**src/rtl/hazard_ctrl.sv**
```systemverilog
// Load-use hazard and stall controller for the 5-stage MIPS pipeline, sitting beside ID.
// Optional stall/freeze performance counters are enabled by defining HAZARD_PERF_CNT_EN.
module hazard_ctrl #(
  parameter int REG_ADDR_W   = 5,
  parameter int LOAD_LATENCY = 1,
  parameter int CNT_W        = 4
) (
  input  logic                  clk,
  input  logic                  reset,
  input  logic                  MemReadEx,
  input  logic [REG_ADDR_W-1:0] IDEX_Rt,
  input  logic [REG_ADDR_W-1:0] ID_Rs,
  input  logic [REG_ADDR_W-1:0] ID_Rt,
  input  logic                  ID_UsesRt,
  input  logic                  BranchTakenID,
  input  logic                  MemReqMem,
  input  logic                  MemReadyMem,
  output logic                  PCWrite,
  output logic                  IFIDWrite,
  output logic                  HazardMux,
  output logic                  IFIDFlush,
  output logic                  PipeFreeze
`ifdef HAZARD_PERF_CNT_EN
  ,
  output logic [31:0]           StallCycles,
  output logic [31:0]           FreezeCycles
`endif
);

  typedef enum logic [0:0] {
    ST_RUN      = 1'b0,
    ST_LU_STALL = 1'b1
  } state_e;

  localparam logic [CNT_W-1:0] LAT_M1    = CNT_W'(LOAD_LATENCY - 1);
  localparam logic [CNT_W-1:0] CNT_ZERO  = {CNT_W{1'b0}};
  localparam logic [CNT_W-1:0] CNT_ONE   = CNT_W'(1);
  localparam bit               MULTI_LAT = (LOAD_LATENCY > 1);

  generate
    if ((LOAD_LATENCY < 1) || (LOAD_LATENCY > 15) ||
        ((LOAD_LATENCY - 1) >= (1 << CNT_W))) begin : g_bad_param
      $error("hazard_ctrl: LOAD_LATENCY out of range or CNT_W too narrow");
    end
  endgenerate

  state_e           state_q, state_d;
  logic [CNT_W-1:0] cnt_q, cnt_d;
  logic             freeze_s;
  logic             hit_s;

  // Hazard qualifiers: register 0 never forwards a hazard, Rt only counts when read.
  always_comb begin
    freeze_s = MemReqMem & ~MemReadyMem;
    hit_s    = MemReadEx & (IDEX_Rt != {REG_ADDR_W{1'b0}}) &
               ((IDEX_Rt == ID_Rs) | (ID_UsesRt & (IDEX_Rt == ID_Rt)));
  end

  // Next-state and output decode; freeze outranks stall, stall outranks branch flush.
  always_comb begin
    state_d    = state_q;
    cnt_d      = cnt_q;
    PCWrite    = 1'b1;
    IFIDWrite  = 1'b1;
    HazardMux  = 1'b0;
    IFIDFlush  = 1'b0;
    PipeFreeze = 1'b0;
    if (reset) begin
      state_d = ST_RUN;
      cnt_d   = CNT_ZERO;
    end else if (freeze_s) begin
      PipeFreeze = 1'b1;
      PCWrite    = 1'b0;
      IFIDWrite  = 1'b0;
    end else begin
      case (state_q)
        ST_RUN: begin
          if (hit_s) begin
            PCWrite   = 1'b0;
            IFIDWrite = 1'b0;
            HazardMux = 1'b1;
            if (MULTI_LAT) begin
              state_d = ST_LU_STALL;
              cnt_d   = LAT_M1;
            end else begin
              state_d = ST_RUN;
              cnt_d   = CNT_ZERO;
            end
          end else begin
            IFIDFlush = BranchTakenID;
          end
        end
        ST_LU_STALL: begin
          // Branch outcome is based on stale operands here, so it is dropped.
          PCWrite   = 1'b0;
          IFIDWrite = 1'b0;
          HazardMux = 1'b1;
          if (cnt_q <= CNT_ONE) begin
            state_d = ST_RUN;
            cnt_d   = CNT_ZERO;
          end else begin
            state_d = ST_LU_STALL;
            cnt_d   = cnt_q - CNT_ONE;
          end
        end
        default: begin
          state_d = ST_RUN;
          cnt_d   = CNT_ZERO;
        end
      endcase
    end
  end

  // State and bubble counter registers.
  always_ff @(posedge clk or posedge reset) begin
    if (reset) begin
      state_q <= ST_RUN;
      cnt_q   <= CNT_ZERO;
    end else begin
      state_q <= state_d;
      cnt_q   <= cnt_d;
    end
  end

`ifdef HAZARD_PERF_CNT_EN
  logic [31:0] stall_cycles_q, stall_cycles_d;
  logic [31:0] freeze_cycles_q, freeze_cycles_d;

  // Saturating event counters.
  always_comb begin
    stall_cycles_d  = stall_cycles_q;
    freeze_cycles_d = freeze_cycles_q;
    if (HazardMux && (stall_cycles_q != 32'hFFFF_FFFF)) begin
      stall_cycles_d = stall_cycles_q + 32'd1;
    end else begin
      stall_cycles_d = stall_cycles_q;
    end
    if (PipeFreeze && (freeze_cycles_q != 32'hFFFF_FFFF)) begin
      freeze_cycles_d = freeze_cycles_q + 32'd1;
    end else begin
      freeze_cycles_d = freeze_cycles_q;
    end
  end

  // Performance counter registers.
  always_ff @(posedge clk or posedge reset) begin
    if (reset) begin
      stall_cycles_q  <= 32'd0;
      freeze_cycles_q <= 32'd0;
    end else begin
      stall_cycles_q  <= stall_cycles_d;
      freeze_cycles_q <= freeze_cycles_d;
    end
  end

  assign StallCycles  = stall_cycles_q;
  assign FreezeCycles = freeze_cycles_q;
`endif

endmodule

```
**config.mk**
```make
export PLATFORM = sky130hd
export DESIGN_NAME = hazard_ctrl
export DESIGN_NICKNAME = d
export VERILOG_FILES = /design/src/rtl/hazard_ctrl.sv
export SDC_FILE = /design/constraint.sdc
export NUM_CORES = 1
export LEC_CHECK = 0
export BUFFER_PORTS_ARGS = -buffer_cell sky130_fd_sc_hd__buf_4
export CAP_MARGIN = 30
export CORE_AREA = 5 5 42 44
export DETAILED_ROUTE_END_ITERATION = 16
export DIE_AREA = 0 0 47 49
export PLACE_DENSITY = 0.66
export REMOVE_ABC_BUFFERS = 1
export SLEW_MARGIN = 10
export SYNTH_ARGS = -nofsm -noshare
export SYNTH_HDL_FRONTEND = slang
export SYNTH_SLANG_ARGS = --single-unit
```
**constraint.sdc**
```tcl
create_clock -name clk -period 4.2 [get_ports clk]
set_input_delay 1.26 -clock clk [delete_from_list [all_inputs] [get_ports clk]]
set_output_delay 1.26 -clock clk [all_outputs]
set_load 0.05 [all_outputs]
```
Yosys cells after proc, flatten, opt, wreduce, memory -nomap -nowiden

Cells that the tools add are included.

$add $sub $neg: 1
Order comparisons: 1
Eq/ne operators: 4
Mux-type cells: 23
Bitwise gates (word level): 7
Reductions and logical operators: 2

Operator list:

| operator                                             | number |
|---|---|
| two-way mux 4 bit                                    | 4 |
| two-way mux 1 bit                                    | 15 |
| equality test 5 bit                                  | 2 |
| case mux 4 bit (2 select lines)                      | 1 |
| case mux 1 bit (2 select lines)                      | 3 |
| nonzero test 5 bit                                   | 1 |
| bitwise AND 1 bit                                    | 4 |
| <= comparator 4 x 1 -> 1 bit (second input constant) | 1 |
| subtractor 4 x 1 -> 4 bit (second input constant)    | 1 |
| != test 3 bit (second input constant)                | 1 |
| != test 2 bit (second input constant)                | 1 |
| NOT 1 bit                                            | 2 |
| AND reduction 2 bit                                  | 1 |
| bitwise OR 1 bit                                     | 1 |

Flip-flop bits (word level): 5
Word-level logic and storage cells: 40

Depth between registers and ports, before layout

Gate-level depths: netlist of the first run.

Word-level depth: 8
Depth in mapped cells: 7
Gate-level depth less buffers: 7

Worst setup path after synthesis of the first run

OpenSTA, ideal clock, no wires.

Kind: input -> output
Start: input port IDEX_Rt[1]
End: output port PCWrite
Arrival time: 3662 ps
Path slack: -722 ps
Stages: 5
Path buffers: 1
Path through: or4_1 > o21ai_2 > nor2_1 > o31ai_1 > buf_4

Cells in the longest elaborated chain, start to end: 8
Elaborated cells on any way between the ends: 11
Those cells by class: eq/ne: 2; mux: 4; bitwise: 4; reduce/logical: 1

Ends and longest elaborated chain:

| what                              | RTL line | RTL |
|---|---|---|
| start, declared                   | 11       | `input logic [REG_ADDR_W-1:0] IDEX_Rt,` |
| equality test 5 bit               | 56       | `((IDEX_Rt == ID_Rs) \| (ID_UsesRt & (IDEX_Rt == ID_Rt)));` |
| bitwise AND 1 bit                 | 56       |  |
| bitwise OR 1 bit                  | 56       |  |
| bitwise AND 1 bit *               | 55       | `hit_s = MemReadEx & (IDEX_Rt != {REG_ADDR_W{1'b0}}) &` |
| two-way mux 1 bit *               | n/a      |  |
| case mux 1 bit (2 select lines) * | n/a      |  |
| two-way mux 1 bit * (2 in a row)  | n/a      |  |
| end, declared                     | 18       | `output logic PCWrite,` |

Every way passes the cells marked *; elsewhere a longest branch is shown, timed or not.

Worst setup path after layout of the first run

Start: input port IDEX_Rt[1]
End: output port PCWrite

Cells in the longest elaborated chain, start to end: 8
Elaborated cells on any way between the ends: 11
Those cells by class: eq/ne: 2; mux: 4; bitwise: 4; reduce/logical: 1

Ends and longest elaborated chain:

| what                              | RTL line | RTL |
|---|---|---|
| equality test 5 bit               | 56       |  |
| bitwise AND 1 bit                 | 56       |  |
| bitwise OR 1 bit                  | 56       |  |
| bitwise AND 1 bit *               | 55       |  |
| two-way mux 1 bit *               | 78       | `if (hit_s) begin` |
| case mux 1 bit (2 select lines) * | 76       | `case (state_q)` |
| two-way mux 1 bit *               | 71       | `end else if (freeze_s) begin` |
| two-way mux 1 bit *               | 68       | `if (reset) begin` |

Marks and branches as above.

==> metrics.md, run 1 <==
| Metric | Value |
|---|---|
| Drt drc | `0` |
| First-pass iteration count of the detailed router | `4` |
| Place WS | `0.2088 ns` |
| Worst Setup End Kind | `primary output` |
| Internal | `106.8 uW` |
| Area grow syn2layout | `48.20%` |
| Worst-case reg-to-reg path depth | `7` |
| Busiest grt layer | `met2` |
| Maximum clock rate | `250.9 MHz` |
| Die area | `between 0.002 and 0.0025 mm^2` |
| RSZ-0062 raised after global routing | `no` |
| Routing usage on met1 | `16.30%` |
| Total vias in the final route | `510` |
| Max Clock Skew | `0.006127 ns` |
| Vias in the first global route | `slightly above 500` |
| Number of port buffers | `26` |
| IO Count | `27` |
| Met3 usage | `5.166%` |
| Synthesis-stage register bit count | `5` |
| Share of power burned in registers | `32.2%` |
| DRT Wirelength | `1198 um` |
| Outcome | `finished clean` |
| Hold Slack | `0.5893 ns` |
| Post-CTS Resized | `0` |
| Reg-to-Reg Start | `cnt_q[0]$_DFFE_PP0P_` |
| Crit path capture | `PCWrite` |
| Clk root buf | `clkbuf_4` |
| Critical Path RT | `2.94 ns` |
| Period minus WS final | `3.986 ns` |
| CTS sink cnt | `5` |
| Maximum level of the CTS H-tree | `1` |
| Pwr Density | `between 200 and 250 mW/mm^2` |
| CTS Hold Bufs | `0` |
| Slew margin rel. | `roughly 53%` |
| Slack of the critical path | `0.2139 ns` |
| Tot Pwr | `between 150 and 200 uW` |
| NetSw | `43.21 uW` |
| Max-cap viol count | `0` |
| Synth unique cells | `30` |
| Seq/Total Area, Yosys | `25.77%` |
| Slew Viols, Final | `0` |
| Initial DRC Count | `16` |
| Clock buffer depth | `2` |
| Routed Antenna Nets | `0` |
| Post-DR wirelength/cell | `11.75 um` |
| Worst setup path startpoint | `IDEX_Rt[1]` |
| Average size of a mapped cell | `8.517 um^2` |
| Peak supply drop | `0.1352 mV` |
| Number of antenna diodes | `0` |
| Worst-path fanout max | `4` |
| Lkg Pwr | `between 0.3 and 0.4 nW` |
| TritonCTS clock tree | `built` |
| Yosys Warn Count | `0` |
| Ratio of cells with drive above 1 in the final layout | `between 30% and 40%` |
| Routed vias/inst | `5.000` |
| # rows | `14` |
| Initial antenna violation count | `0` |
| Core Area | `0.001401 mm^2` |
| Comb power frac | `30.4%` |
| CTS Buf Count | `3` |
| Post-CTS setup buffer count | `0` |
| Least-Margin Pin Slew | `0.6964 ns` |
| Worst r2r dst | `cnt_q[3]$_DFFE_PP0P_` |
| Clock Power Share | `37.3%` |
| Global-route wire length before repair | `roughly 2100 um` |
| Final Cycle Share | `94.91%` |
| Met2 Use GR | `16.97%` |
| Final hold vios | `0` |
| WS Path Type | `in2out` |
| GRT overflow | `0` |
| Startpoint Class | `input pin` |
| Placed Cells incl. Taps | `98` |
| Largest net degree at the start of global routing | `8` |
| Clock-pin slew on the worst setup and hold paths | `0.04 ns` |
| Clk_lat worst skew | `0.24 ns` |
| Mapped Cells | `57` |
| Dpl hpwl | `1039 um` |
| Layout fillers | `around 140` |
| Die Y | `49 um` |
| Total GRT Usage | `12.33%` |
| Layout Cells excl Fill | `102` |
| Util after Layout | `between 50% and 60%` |
| R2r setup slk | `~2.3 ns` |
| Worst min path class | `reg2reg` |
| Post-Syn Area | `just under 500 um^2` |
| Total Nets Final | `111` |
| Switching Share | `28.80%` |
| Gp weighted congestion | `0.7790` |
| Worst Path Arrival | `2.73 ns` |
| Die width | `~47 um` |
| Final setup fails | `0` |
| Initial Utilization | `34.64%` |
## layout make-up
cell class	count	area, um^2	area share (%)
Multi-Input combinational cell	46	334.1	46.43
Tap cell	16	20.02	2.783
Inverter	5	18.77	2.609
Timing Repair Buffer	26	195.2	27.13
Clock buffer	4	26.28	3.652
Sequential cell	5	125.1	17.39
## layout by cell type, fill, tap and decap left out
cell / n
o311ai_2: 1
dfrtp_1: 5
or3_1: 1
o211ai_1: 2
nand4_1: 1
nand3_1: 2
buf_4: 26
o31ai_1: 1
nor3_1: 4
nor4_1: 1
nand3b_1: 1
nor2_1: 5
nor3b_1: 1
inv_1: 5
a21oi_1: 1
xor2_1: 9
o21ai_2: 1
o21a_1: 1
clkbuf_1: 1
a32oi_1: 1
and2b_2: 1
o22ai_1: 1
nor4_2: 1
ha_1: 2
or4_1: 1
nand2_1: 2
clkbuf_4: 3
o311ai_0: 1
xnor2_1: 1
o21ai_1: 1
nand2b_1: 1
a21o_1: 1
## registers in the layout, indices dropped and copies added (netlist names)
name     cells
cnt_q        4
state_q      1
## how the worst min path moves through the flow
stage / slack [ns] / startpoint / endpoint / cells after the start
floorplan: 0.54 / state_q$_DFFE_PP0N_ / state_q$_DFFE_PP0N_ / 1
global placement: 0.59 / cnt_q[3]$_DFFE_PP0P_ / cnt_q[3]$_DFFE_PP0P_ / 2
detailed placement: 0.59 / cnt_q[3]$_DFFE_PP0P_ / cnt_q[3]$_DFFE_PP0P_ / 2
CTS: 0.60 / cnt_q[3]$_DFFE_PP0P_ / cnt_q[3]$_DFFE_PP0P_ / 2
global route: 0.64 / state_q$_DFFE_PP0N_ / state_q$_DFFE_PP0N_ / 1
finish: 0.59 / cnt_q[3]$_DFFE_PP0P_ / cnt_q[3]$_DFFE_PP0P_ / 2
## layer usage
layer | up-vias | wire, um | share of wire [%]
li1 | 265 | - | -
met1 | 223 | 529 | 44
met2 | 20 | 560 | 47
met3 | 2 | 92 | 7.7
met4 | 0 | 14 | 1.2
met5 | - | 0 | 0
## per-stage QoR
stage               area [um^2]  TNS, ns
detailed placement        693.2        0
global placement          693.2        0
floorplan                 478.0   -2.872
finish                    719.4        0
CTS                       719.4        0
global route              719.4        0
## kinds of logic (layout without fill, tap and decap cells)
family,after synthesis,in the layout,share of synthesized area [%]
simple gates,22,22,25.78
compound gates,12,12,19.85
xor+xnor,10,10,18.04
buf+inv,6,35,5.413
flops,5,5,25.77
fa+ha+maj,2,2,5.154
## cell usage after synthesis
cell,count,share of area (%)
nand2b_1,1,1.3
nor2_1,5,3.9
nand3b_1,1,1.5
or4_1,1,1.5
and2b_2,1,1.8
o22ai_1,1,1.3
a21o_1,1,1.5
nor3_1,4,4.1
xnor2_1,1,1.8
o311ai_2,1,3.4
o31ai_1,1,1.5
nor4_2,1,2.6
o21a_1,1,1.5
nor4_1,1,1.3
nor3b_1,1,1.5
o21ai_2,1,1.8
o311ai_0,1,1.8
nand3_1,2,2.1
or3_1,1,1.3
buf_4,1,1.5
nand4_1,1,1.3
a21oi_1,1,1.0
o21ai_1,1,1.0
xor2_1,9,16
nand2_1,2,1.5
a32oi_1,1,1.8
ha_1,2,5.2
dfrtp_1,5,26
o211ai_1,2,3.1
inv_1,5,3.9
## worst max-delay path, stage by stage
cell	delay [ns]
buf_4	0.12
or4_1	0.54
o21ai_2	0.16
nor2_1	0.10
o31ai_1	0.28
buf_4	0.26
## power groups by stage
stage | clock [mW] | combinational (mW) | sequential, mW
3_5_place_dp | 0 | 0.0462 | 0.0491
6_report | 0.0560 | 0.0457 | 0.0483
3_3_place_gp | 0 | 0.0460 | 0.0491
5_1_grt | 0.0624 | 0.0497 | 0.0483
4_1_cts | 0.0576 | 0.0463 | 0.0483
2_1_floorplan | 0 | 0.0221 | 0.0490
Note: power is estimated with default switching activity, not from simulation.
==> run 2, diff against run 1 <==
--- a/config.mk
+++ b/config.mk
@@ -7,9 +7,9 @@
 export LEC_CHECK = 0
 export BUFFER_PORTS_ARGS = -buffer_cell sky130_fd_sc_hd__buf_4
 export CAP_MARGIN = 30
-export CORE_AREA = 5 5 42 44
+export CORE_AREA = 2 2 39 41
 export DETAILED_ROUTE_END_ITERATION = 16
-export DIE_AREA = 0 0 47 49
+export DIE_AREA = 0 0 41 43
 export PLACE_DENSITY = 0.66
 export REMOVE_ABC_BUFFERS = 1
 export SLEW_MARGIN = 10
==> run 2 against run 1 <==
Final cell count is the same. Combinational power is essentially flat. Critical endpoint is now IFIDWrite. Register-to-register slack lost 0.07 ns. Count of clock-buffer cells in the layout is the same. Fmax is essentially flat. Wire length grew 2.1%. Non-clock buffer count is the same.
==> metrics.md, run 2 (synthesis gave the netlist of run 1 again) <==
| Metric | Value |
|---|---|
| CTS Buf Count | `3` |
| Clock-pin slew on the worst setup and hold paths | `0.04 ns` |
| Worst Hold End | `state_q$_DFFE_PP0N_` |
| Number of antenna diodes | `0` |
| Family with the most delay on the worst path | `simple AND/OR/NAND/NOR gates` |
| R2r setup slk | `2.21 ns` |
| Worst-case reg-to-reg path depth | `7` |
| Final Cycle Share | `a little over nine tenths` |
| Startpoint Class | `input pin` |
| Worst min path class | `reg2reg` |
| Hold path start | `state_q$_DFFE_PP0N_` |
| First-pass iteration count of the detailed router | `4` |
| Switching Share | `28.26%` |
| Placement Cell Area | `693.2 um^2` |
| DRT Wirelength | `1223 um` |
| Area grow syn2layout | `48.20%` |
| Crit path top cell by count | `buf_4` |
| Tot Pwr | `148.8 uW` |
| Total GRT Usage | `17.00%` |
| TritonCTS clock tree | `built` |
| Comb power frac | `30.7%` |
| RSZ-0062 raised after global routing | `no` |
| Hold Path Cell Cnt | `1` |
| Reg-to-Reg Start | `cnt_q[1]$_DFFE_PP0P_` |
| Util after Layout | `51.99%` |
| Least-Margin Pin Slew | `0.7184 ns` |
| Post-CTS setup buffer count | `0` |
| Internal | `around 110 uW` |
| CP max stage cell | `or4_1` |
| Final hold vios | `0` |
| Pwr Density | `approximately 210 mW/mm^2` |
| Max FFs per register | `4` |
| NetSw | `42.06 uW` |
| Final setup fails | `0` |
| Period minus WS final | `3.990 ns` |
| Worst Setup End Kind | `primary output` |
| Initial antenna violation count | `0` |
| Worst-path fanout max | `4` |
| Critical Path RT | `just under 3 ns` |
| Drt drc | `0` |
| Clk_lat worst skew | `0.24 ns` |
| Clk root buf | `clkbuf_4` |
| Clock buffer depth | `2` |
| GRT overflow | `0` |
| Worst Path Arrival | `2.73 ns` |
| Slack of the critical path | `0.2104 ns` |
| Maximum clock rate | `250.7 MHz` |
| Number of port buffers | `26` |
| Post-DR wirelength/cell | `around 12 um` |
| Biggest regs | `cnt_q: 4 flops, state_q: 1 flops` |
| Dpl hpwl | `981.2 um` |
| Worst r2r dst | `cnt_q[3]$_DFFE_PP0P_` |
| Routed Antenna Nets | `0` |
| Die area | `0.001763 mm^2` |
| Peak supply drop | `0.1636 mV` |
| # rows | `14` |
| Initial Utilization | `35.08%` |
| Ratio of cells with drive above 1 in the final layout | `roughly two fifths` |
| Max Clock Skew | `0.001558 ns` |
| Lkg Pwr | `0.3321 nW` |
| Die width | `41 um` |
| Setup TNS | `0 ns` |
| Design Area, Final | `719.4 um^2` |
| Max-cap viol count | `0` |
| Worst path cell trace | `buf_4, or4_1, o21ai_2, nor2_1, o31ai_1, buf_4` |
| Share of power burned in registers | `32.5%` |
| Place WS | `0.2205 ns` |
| Total Nets Final | `roughly 110` |
| Most frequent cells in the layout | `26 x buf_4, 9 x xor2_1, 5 x inv_1, 5 x nor2_1, 5 x dfrtp_1` |
| Routed vias/inst | `5.147` |
| CTS Hold Bufs | `0` |
| CTS sink cnt | `5` |
| WS Path Type | `in2out` |
| Total vias in the final route | `525` |
| Slowest Stage Delay on Critical Path | `between 0.5 and 0.6 ns` |
| Maximum level of the CTS H-tree | `1` |
| Clock Power Share | `36.8%` |
| Global-route wire length before repair | `~2000 um` |
| IO Count | `27` |
| Slew Viols, Final | `0` |
| Outcome | `finished clean` |
| Die Y | `approximately 43 um` |
| Core Area | `0.001384 mm^2` |
| Commonest non-fill, non-tap cell in the layout | `buf_4` |
| Largest Register | `cnt_q` |
| Buffers & Inverters on Critical Path | `2` |
| Largest net degree at the start of global routing | `8` |
| Gp weighted congestion | `0.7253` |
| Post-CTS Resized | `0` |
| Slew margin rel. | `52.00%` |
| Vias in the first global route | `471` |
| Initial DRC Count | `14` |
run 2: cell counts in the layout (fill, tap and decap cells not counted):
No cell type changed its count.
run 2: power by group through the flow:
stage | Combinational [mW] | Clock [mW] | Sequential, mW
finish | 0.0456 | 0.0548 | 0.0484
global route | 0.0498 | 0.0630 | 0.0482
CTS | 0.0462 | 0.0567 | 0.0483
detailed placement | 0.0461 | 0 | 0.0491
global placement | 0.0458 | 0 | 0.0491
floorplan | 0.0221 | 0 | 0.0490
run 2: routing by layer:
layer | up-vias | part of all wire [%] | GRT usage [%]
li1 | 267 | - | -
met1 | 240 | 47 | 22.98
met2 | 18 | 47 | 24.06
met3 | 0 | 6.5 | 7.853
met4 | 0 | 0 | 4.000
met5 | - | 0 | 0
run 2: stage by stage:
step	std cells	hold slack [ns]
floorplan	56	0.5413
global placement	98	0.5835
detailed placement	98	0.5999
CTS	102	0.6152
global route	102	0.6536
finish	102	0.6063
run 2: how the worst max path moves through the flow:
| stage | to | from | depth (start not counted) |
|---|---|---|---|
| 4_1_cts | IFIDWrite | IDEX_Rt[1] | 6 |
| 2_1_floorplan | IFIDWrite | IDEX_Rt[1] | 4 |
| 5_1_grt | PCWrite | IDEX_Rt[1] | 6 |
| 3_5_place_dp | IFIDWrite | IDEX_Rt[1] | 6 |
| 6_report | IFIDWrite | IDEX_Rt[1] | 6 |
| 3_3_place_gp | PCWrite | IDEX_Rt[1] | 6 |
run 2: area by class of cell:
class,count,area [um^2]
Inverter,5,18.77
Fill cell,134,664.4
Multi-Input combinational cell,46,334.1
Timing Repair Buffer,26,195.2
Clock buffer,4,26.28
Tap cell,16,20.02
Sequential cell,5,125.1
run 2: worst reg2reg max path, stage by stage, from the launching register on:
cell,delay [ns]
dfrtp_1,0.39
inv_1,0.09
ha_1,0.22
nor2_1,0.11
nor3_1,0.07
nor3b_1,0.60
o311ai_0,0.29
o211ai_1,0.14
==> run 3, diff against run 2 <==
--- a/config.mk
+++ b/config.mk
@@ -11,8 +11,10 @@
 export DETAILED_ROUTE_END_ITERATION = 16
 export DIE_AREA = 0 0 41 43
 export PLACE_DENSITY = 0.66
+export RECOVER_POWER = 25
 export REMOVE_ABC_BUFFERS = 1
 export SLEW_MARGIN = 10
 export SYNTH_ARGS = -nofsm -noshare
 export SYNTH_HDL_FRONTEND = slang
 export SYNTH_SLANG_ARGS = --single-unit
+export TNS_END_PERCENT = 10
==> run 3 against run 2 <==
Register-to-register slack about the same. Final cell count unchanged. Critical path type unchanged. Clock skew is essentially flat. Highest routed layer unchanged.
==> metrics.md, run 3 (synthesis gave the netlist of run 1 again) <==
| Metric | Value |
|---|---|
| Ratio of cells with drive above 1 in the final layout | `37.21%` |
| Max-cap viol count | `0` |
| DRT Wirelength | `1216 um` |
| GRT overflow | `0` |
| Met1 WL | `565 um` |
| Die area | `0.001763 mm^2` |
| Largest Register | `cnt_q` |
| Crit path capture | `IFIDWrite` |
| Routed Antenna Nets | `0` |
| Slowest Stage Delay on Critical Path | `~0.53 ns` |
| Final setup fails | `0` |
| Worst-case reg-to-reg path depth | `7` |
| Slack of the critical path | `0.2104 ns` |
| Largest net degree at the start of global routing | `8` |
| Switching Share | `28.42%` |
| WS Path Type | `in2out` |
| Worst path cell trace | `buf_4, or4_1, o21ai_2, nor2_1, o31ai_1, buf_4` |
| Gp weighted congestion | `0.7253` |
| Final hold vios | `0` |
| Design Area, Final | `between 700 and 800 um^2` |
| Initial DRC Count | `14` |
| Area grow syn2layout | `47.42%` |
| Total GRT Usage | `17.00%` |
| Die Y | `approximately 43 um` |
| Worst min path class | `reg2reg` |
| Setup TNS | `0 ns` |
| Pwr Density | `207.6 mW/mm^2` |
| Post-DR wirelength/cell | `between 10 and 15 um` |
| Crit path top cell by count | `buf_4` |
| Die width | `41 um` |
| Total Nets Final | `111` |
| TritonCTS clock tree | `built` |
| Max Clock Skew | `0.001358 ns` |
| Share of power burned in registers | `32.6%` |
| Reg-to-Reg Start | `cnt_q[0]$_DFFE_PP0P_` |
| Comb power frac | `30.4%` |
| CTS Hold Bufs | `0` |
| Maximum level of the CTS H-tree | `1` |
| Drt drc | `0` |
| Least-Margin Pin Slew | `0.7020 ns` |
| Vias in the first global route | `471` |
| Peak supply drop | `around 0.16 mV` |
| Buffers & Inverters on Critical Path | `2` |
| Max FFs per register | `4` |
| Worst Path Arrival | `2.73 ns` |
| Global-route wire length before repair | `about 2000 um` |
| R2r setup slk | `about 2.2 ns` |
| Worst-path fanout max | `4` |
| Most frequent cells in the layout | `25 x buf_4, 9 x xor2_1, 5 x inv_1, 5 x nor2_1, 5 x dfrtp_1` |
| Lkg Pwr | `0.3284 nW` |
| Outcome | `finished clean` |
| CTS sink cnt | `5` |
| Worst Setup End Kind | `primary output` |
| Critical Path RT | `about 3 ns` |
| CP max stage cell | `or4_1` |
| Post-CTS Resized | `0` |
| Worst r2r dst | `cnt_q[3]$_DFFE_PP0P_` |
| Period minus WS final | `3.990 ns` |
| NetSw | `42.22 uW` |
| Tot Pwr | `approximately 150 uW` |
| Crit path depth | `6` |
| Clk_lat worst skew | `0.24 ns` |
| Number of port buffers | `26` |
| First-pass iteration count of the detailed router | `4` |
| Dpl hpwl | `981.2 um` |
| Maximum clock rate | `roughly 250 MHz` |
| Clock-pin slew on the worst setup and hold paths | `0.04 ns` |
| Hold Slack | `around 0.6 ns` |
| Total vias in the final route | `522` |
| Slew Viols, Final | `0` |
| Clock buffer depth | `2` |
| Routed vias/inst | `5.118` |
| CTS Buf Count | `3` |
| RSZ-0062 raised after global routing | `no` |
| Place WS | `0.2205 ns` |
| Biggest regs | `cnt_q: 4 flops, state_q: 1 flops` |
| Post-CTS setup buffer count | `0` |
| Clock Power Share | `37.0%` |
| Initial antenna violation count | `0` |
| Max layer used | `met3` |
| Placement Cell Area | `693.2 um^2` |
| Clk root buf | `clkbuf_4` |
| Commonest non-fill, non-tap cell in the layout | `buf_4` |
| Final Cycle Share | `94.99%` |
| Worst setup path startpoint | `IDEX_Rt[1]` |
| IO Count | `27` |
| # rows | `14` |
| Internal | `106.3 uW` |
| Routed wl met2 | `573 um` |
| Met3 WL post-DR | `about 78 um` |
| Startpoint Class | `input pin` |
| Initial Utilization | `35.08%` |
| Core Area | `roughly 0.0014 mm^2` |
| Slew margin rel. | `between 50 and 60%` |
| Family with the most delay on the worst path | `simple AND/OR/NAND/NOR gates` |
| Number of antenna diodes | `0` |
-- run 3: changes by cell type in the layout (fill, tap and decap cells not counted) --
| cell | previous run | this run |
|---|---|---|
| buf_4 | 26 | 25 |
| clkbuf_1 | 1 | 2 |
-- run 3: per-stage QoR --
stage	util, %	instances
floorplan	-	56
global placement	50.09	98
detailed placement	50.09	98
CTS	51.99	102
global route	51.72	102
finish	51.72	102
-- run 3: power groups by stage --
stage,sequential [mW],combinational [mW],clock (mW)
CTS,0.0483,0.0462,0.0567
floorplan,0.0490,0.0221,0
global placement,0.0491,0.0458,0
finish,0.0484,0.0452,0.0550
detailed placement,0.0491,0.0461,0
global route,0.0482,0.0494,0.0630
-- run 3: per-layer routing --
layer	vias up	track usage (%)
met5	-	0
met4	0	4.000
met3	0	7.853
met2	18	24.06
met1	236	22.98
li1	268	-
-- run 3: worst min path at each step --
stage	to	cells after the start	slack (ns)	start
floorplan	state_q$_DFFE_PP0N_	1	0.54	state_q$_DFFE_PP0N_
global placement	cnt_q[3]$_DFFE_PP0P_	2	0.58	cnt_q[3]$_DFFE_PP0P_
detailed placement	cnt_q[3]$_DFFE_PP0P_	2	0.60	cnt_q[3]$_DFFE_PP0P_
CTS	state_q$_DFFE_PP0N_	1	0.62	state_q$_DFFE_PP0N_
global route	cnt_q[3]$_DFFE_PP0P_	2	0.65	cnt_q[3]$_DFFE_PP0P_
finish	state_q$_DFFE_PP0N_	1	0.61	state_q$_DFFE_PP0N_
-- run 3: worst register-to-register path: stages, from the launching register on --
cell and delay (ns):
dfrtp_1 0.39, inv_1 0.09, ha_1 0.23, nor2_1 0.11
nor3_1 0.07, nor3b_1 0.59, o311ai_0 0.28, o211ai_1 0.14
-- run 3: layout make-up --
type                       instances  area, um^2
fill                             135       668.1
timing repair buffer              26       191.4
multi-input combinational         46       334.1
inverter                           5       18.77
tap                               16       20.02
sequential                         5       125.1
clock buffer                       4       26.28
